**src/rtl/bus_arb_pkg.sv**
```systemverilog
// Shared types and helpers for the bus gate arbiter.
// Build option BUS_ARB_FIXED_PRIORITY_EN selects fixed priority in rr_pick.
package bus_arb_pkg;

  localparam int NUM_SRC = 4;

  typedef enum logic [1:0] {
    SRC_ALU    = 2'd0,
    SRC_PC     = 2'd1,
    SRC_MARMUX = 2'd2,
    SRC_MDR    = 2'd3
  } src_e;

  typedef enum logic [1:0] {
    IDLE  = 2'd0,
    GRANT = 2'd1,
    TURN  = 2'd2
  } arb_state_e;

  function automatic logic [NUM_SRC-1:0] src_onehot(input logic [1:0] idx);
    logic [NUM_SRC-1:0] v;
    v      = '0;
    v[idx] = 1'b1;
    return v;
  endfunction

endpackage

```
**src/rtl/bus_gate_arbiter_rr_pick.sv**
```systemverilog
// Combinational winner selection: first request at or after ptr, wrapping.
// With BUS_ARB_FIXED_PRIORITY_EN defined, the highest index wins and ptr is ignored.
module rr_pick
  import bus_arb_pkg::*;
(
  input  logic [NUM_SRC-1:0] req,
  input  logic [1:0]         ptr,
  output logic               valid,
  output logic [1:0]         idx
);

`ifdef BUS_ARB_FIXED_PRIORITY_EN
  logic unused_ptr;
  assign unused_ptr = ^ptr;

  // Later iterations overwrite earlier ones, so the highest set bit wins.
  always_comb begin
    valid = |req;
    idx   = '0;
    for (int i = 0; i < NUM_SRC; i++) begin
      if (req[i]) idx = 2'(i);
    end
  end
`else
  logic       found;
  logic [1:0] cand;

  always_comb begin
    valid = |req;
    idx   = '0;
    found = 1'b0;
    cand  = ptr;
    for (int i = 0; i < NUM_SRC; i++) begin
      cand = ptr + 2'(i);
      if (!found && req[cand]) begin
        idx   = cand;
        found = 1'b1;
      end
    end
  end
`endif

endmodule

```
**src/rtl/bus_gate_arbiter.sv**
```systemverilog
// Bus gate sequencer: grants the shared bus to one source per tenure with registered one-hot gates.
// Build option BUS_ARB_FIXED_PRIORITY_EN swaps round-robin for fixed MDR > MARMUX > PC > ALU.
module bus_gate_arbiter
  import bus_arb_pkg::*;
#(
  parameter int HOLD_MAX    = 4,
  parameter int TURN_CYCLES = 1
) (
  input  logic       Clk,
  input  logic       Reset,
  input  logic [3:0] req,
  output logic       GateALU,
  output logic       GatePC,
  output logic       GateMARMUX,
  output logic       GateMDR,
  output logic [1:0] owner,
  output logic       busy,
  output logic       tenure_done
);

  arb_state_e         state;
  logic [NUM_SRC-1:0] gates;
  logic [1:0]         rr_ptr;
  logic [3:0]         hold_cnt;
  logic [1:0]         turn_cnt;
  logic [1:0]         pick_ptr;
  logic               pick_valid;
  logic [1:0]         pick_idx;

  // During GRANT the picker already looks from owner+1 so a zero-turnaround handoff sees the advanced pointer.
  assign pick_ptr = (state == GRANT) ? owner + 2'd1 : rr_ptr;

  rr_pick u_pick (
    .req   (req),
    .ptr   (pick_ptr),
    .valid (pick_valid),
    .idx   (pick_idx)
  );

  always_ff @(posedge Clk or negedge Reset) begin
    if (!Reset) begin
      state       <= IDLE;
      gates       <= '0;
      owner       <= '0;
      rr_ptr      <= '0;
      hold_cnt    <= '0;
      turn_cnt    <= '0;
      tenure_done <= 1'b0;
    end else begin
      tenure_done <= 1'b0;
      case (state)
        IDLE: begin
          if (pick_valid) begin
            state    <= GRANT;
            gates    <= src_onehot(pick_idx);
            owner    <= pick_idx;
            hold_cnt <= 4'd1;
          end
        end
        GRANT: begin
          if (req[owner] && (hold_cnt < 4'(HOLD_MAX))) begin
            hold_cnt <= hold_cnt + 4'd1;
          end else begin
            tenure_done <= 1'b1;
            rr_ptr      <= owner + 2'd1;
            gates       <= '0;
            hold_cnt    <= '0;
            if (TURN_CYCLES > 0) begin
              state    <= TURN;
              turn_cnt <= 2'd1;
            end else if (pick_valid) begin
              state    <= GRANT;
              gates    <= src_onehot(pick_idx);
              owner    <= pick_idx;
              hold_cnt <= 4'd1;
            end else begin
              state <= IDLE;
            end
          end
        end
        TURN: begin
          if (turn_cnt >= 2'(TURN_CYCLES)) begin
            turn_cnt <= '0;
            if (pick_valid) begin
              state    <= GRANT;
              gates    <= src_onehot(pick_idx);
              owner    <= pick_idx;
              hold_cnt <= 4'd1;
            end else begin
              state <= IDLE;
            end
          end else begin
            turn_cnt <= turn_cnt + 2'd1;
          end
        end
        default: begin
          state <= IDLE;
          gates <= '0;
        end
      endcase
    end
  end

  assign GateALU    = gates[SRC_ALU];
  assign GatePC     = gates[SRC_PC];
  assign GateMARMUX = gates[SRC_MARMUX];
  assign GateMDR    = gates[SRC_MDR];
  assign busy       = |gates;

endmodule

```
**config.mk**
```make
export PLATFORM = sky130hd
export DESIGN_NAME = bus_gate_arbiter
export DESIGN_NICKNAME = d
export VERILOG_FILES = /design/src/rtl/bus_arb_pkg.sv /design/src/rtl/bus_gate_arbiter_rr_pick.sv /design/src/rtl/bus_gate_arbiter.sv
export SDC_FILE = /design/constraint.sdc
export NUM_CORES = 1
export LEC_CHECK = 0
export BUFFER_PORTS_ARGS = -buffer_cell sky130_fd_sc_hd__clkbuf_2
export CAP_MARGIN = 10
export CORE_MARGIN = 3
export CORE_UTILIZATION = 59
export DETAILED_ROUTE_END_ITERATION = 6
export HOLD_SLACK_MARGIN = 0.03
export PLACE_DENSITY = 0.94
export SKIP_CTS_REPAIR_TIMING = 1
export SLEW_MARGIN = 20
export SYNTH_ARGS = -nofsm -noshare
export SYNTH_HDL_FRONTEND = slang
export SYNTH_SLANG_ARGS = --single-unit
```
**constraint.sdc**
```tcl
create_clock -name Clk -period 3.55 [get_ports Clk]
set_input_delay 0.71 -clock Clk [delete_from_list [all_inputs] [get_ports Clk]]
set_output_delay 0.71 -clock Clk [all_outputs]
set_load 0.01 [all_outputs]
```
==> out/qor.csv <==
stage,metric,value,unit
floorplanning,Die Y,47.0,um
yosys,top_reg_cell synth,dfrtp_1,
final_layout,area delta synth->final,8.97,%
hold_path,worst hold path type,in -> async,
critical_path,worst r2r src,state[0]$_DFFE_PN0P_,
critical_path,Worst Setup Start Kind,register,
timing,Worst-Margin Slew,421,ps
placed_design,Post-DP HPWL,1550,um
route,DRC Markers,0,
route,wire length per cell,15.9,um
timing,setup_tns,0,ps
timing,period utilization,0.624,
route,met2 routed WL,976,um
route,uppermost layer routed,met4,
yosys,Syn Area/Cell,10.3,um2
run,Max Cap Violations,0,
placed_design,IO buf count,13,
power_and_ir_drop,Worst VDD drop,0.584,mV
critical_path,FF-to-FF End,gates[2]$_DFFE_PN0P_,
timing,Slew HR,0.716,
critical_path,CP Max Fanout,9,
timing,Peak Freq,0.452,GHz
cts,"Clk Latency, worst-skew pair",280,ps
grt,largest net degree at the start of global routing,18,
critical_path,Worst path slowest cell,dfrtp_1,
placed_design,placed cell count,122,
power_and_ir_drop,leakage power,0.000522,uW
critical_path,Arrival @ worst endpoint,2390,ps
yosys,synth warn,0,
floorplanning,CORE AREA,1540,um2
route,Post-DRT Antenna Nets,0,
floorplanning,IO Count,14,
cts,Clock Sinks,17,
floorplanning,Initial Util,0.643,
grt,Total GRT Usage,0.211,
critical_path,CP Data Required Time,3730,ps
final_layout,layout cells sized above 1,0.227,
power_and_ir_drop,PwrDens,922,nW/um2
placed_design,Placement Setup Slack,1290,ps
route,met3 WL,145,um
final_layout,fin nets,120,
floorplanning,row count,14,
timing,final worst slack,1340,ps
route,Vias,784,
critical_path,Register-to-Register Path Depth,5,
grt,initial antenna violation count,0,
final_layout,Finished Layout Cells,126,
cts,Clock Tree Root,clkbuf_4,
floorplanning,die width,47.0,um
yosys,library cells used by synthesis,39,
grt,first-pass GRT wire length,3260,um
route,DR vias/cell,6.22,
cts,H-tree depth,1,
grt,total congestion overflow,0,
yosys,post-synthesis async set-or-reset flop share,1.00,
cts,clk slew on worst S/H paths,100,ps
cts,Num CTS Buffers,3,
placed_design,placer congestion estimate,0.832,
yosys,syn_nets,105,
critical_path,crit path cell chain,nor2b_2 -> mux2_4 -> a221oi_1 -> o21ai_0 -> a22o_1,
floorplanning,die area,2210,um2
timing,RSZ-0062 raised after global routing,no,
yosys,Post-Synthesis Cells,96,
grt,vias in the first global route,714,
route,routed wire length,2010,um
route,first-pass iteration count of the detailed router,5,
critical_path,Worst Setup End Kind,register,
final_layout,diode count,0,
route,violation count after the first detailed-route iteration,21,
yosys,Post-Syn Area,991,um2
route,wire length on met1,854,um
timing,Final Slew Violations,0,
timing,minimum clock period,2210,ps
cts,Max Root-Sink Buffers,2,
yosys,Post-synth EDFFs,0,
yosys,"flops & latches, synth",17,
critical_path,WS Path Type,reg -> reg,
timing,Setup Skew,2.67,ps
timing,"Hold Violations, Final",0,
critical_path,FF-to-FF setup slack,1340,ps
critical_path,max incr delay on CP,480,ps
yosys,sequential fraction of the synthesis area,0.429,
outcome,outcome,finished clean,
timing,Final setup viols,0,
cts,CTS tree,built,
==> metrics by stage <==
step,util,cell area [um2],hold slack (ps),power (uW)
global route,0.700,1080,344,1080
global placement,0.683,1050,498,868
CTS,0.700,1080,347,996
finish,0.700,1080,338,996
floorplan,-,991,414,762
detailed placement,0.683,1050,504,894
==> layout by cell type, fill, tap and decap left out, types with 2 or more instances in the layout <==
cell       netlist  routed
nor2_1           4       4
o2bb2ai_1        2       2
or4_1            2       2
a21o_1           2       2
ha_1             3       3
clkbuf_4         0       3
and2_1           2       2
nand2_1          6       6
nand2b_1         5       5
a22o_1           5       5
clkbuf_2         0      13
a22oi_1          2       2
o21ai_0          7       7
inv_1            8       8
o22ai_1          2       2
o21ai_1          2       2
dfrtp_1         17      17
a21oi_1          4       4
==> cell families (layout without fill, tap and decap cells) <==
family	count (synthesis)	count (layout)	share of synthesized area
compound gates	32	32	0.227
mux	4	4	0.0593
simple gates	28	28	0.184
fa+ha+maj	3	3	0.0379
xor+xnor	1	1	0.00884
buf+inv	11	25	0.0530
flops	17	17	0.429
==> cells in the mapped netlist (all sizes together) (2+ instances only) <==
library cell / n / area [um2]
a21o: 2 / 15.0
a21oi: 4 / 20.0
a221oi: 2 / 23.8
a22o: 5 / 43.8
a22oi: 2 / 15.0
and2: 3 / 21.3
buf: 2 / 18.8
dfrtp: 17 / 425
ha: 3 / 37.5
inv: 8 / 30.0
mux2: 2 / 26.3
nand2: 6 / 22.5
nand2b: 5 / 31.3
nor2: 5 / 26.3
nor3b: 2 / 26.3
o21ai: 9 / 45.0
o22ai: 2 / 12.5
o2bb2ai: 2 / 17.5
or4: 2 / 15.0
==> per-layer routing <==
layer	up-vias	global-route usage
met5	-	0
met4	0	0.0939
met3	4	0.0460
met2	36	0.314
met1	370	0.291
li1	374	-
==> state kept, by name, summed over array words and instances (netlist names) <==
name and cells:
hold_cnt 4, tenure_done 1, gates 4, turn_cnt 2, rr_ptr 2, state 2
owner 2
==> worst max path at each step <==
| stage | start | end | slack, ps | depth (start not counted) |
|---|---|---|---|---|
| after CTS | state[0]$_DFFE_PN0P_ | gates[2]$_DFFE_PN0P_ | 1370 | 5 |
| after detailed placement | req[3] | gates[2]$_DFFE_PN0P_ | 1290 | 6 |
| after global placement | req[3] | gates[2]$_DFFE_PN0P_ | 1350 | 6 |
| after global routing | state[0]$_DFFE_PN0P_ | gates[2]$_DFFE_PN0P_ | 1210 | 5 |
| final | state[0]$_DFFE_PN0P_ | gates[2]$_DFFE_PN0P_ | 1340 | 5 |
| after floorplan | req[3] | gates[2]$_DFFE_PN0P_ | 1400 | 6 |
==> power breakdown <==
group	total, uW	leakage [uW]	internal [uW]	switching, uW
Clock	102	0.0000150	43.6	58.3
Sequential	361	0.000216	272	89.5
Combinational	533	0.000292	251	282
Total	996	0.000522	566	429
==> critical path: cells and delay by family, from the launching register on <==
kind             cells  cell delay [ps]
flip-flops           1              480
AO/OA/AOI/OAI        3              960
multiplexers         1              350
AND/OR/NAND/NOR      1              330
==> cell type report <==
cell class / instances / area (um2)
multi-input cells: 68 / 513
fillers: 104 / 462
flip-flops and latches: 17 / 425
repair buffers: 13 / 65.1
inverters: 8 / 30.0
clock buffers: 4 / 26.3
well taps: 16 / 20.0
(Power assumes the default switching activity.)
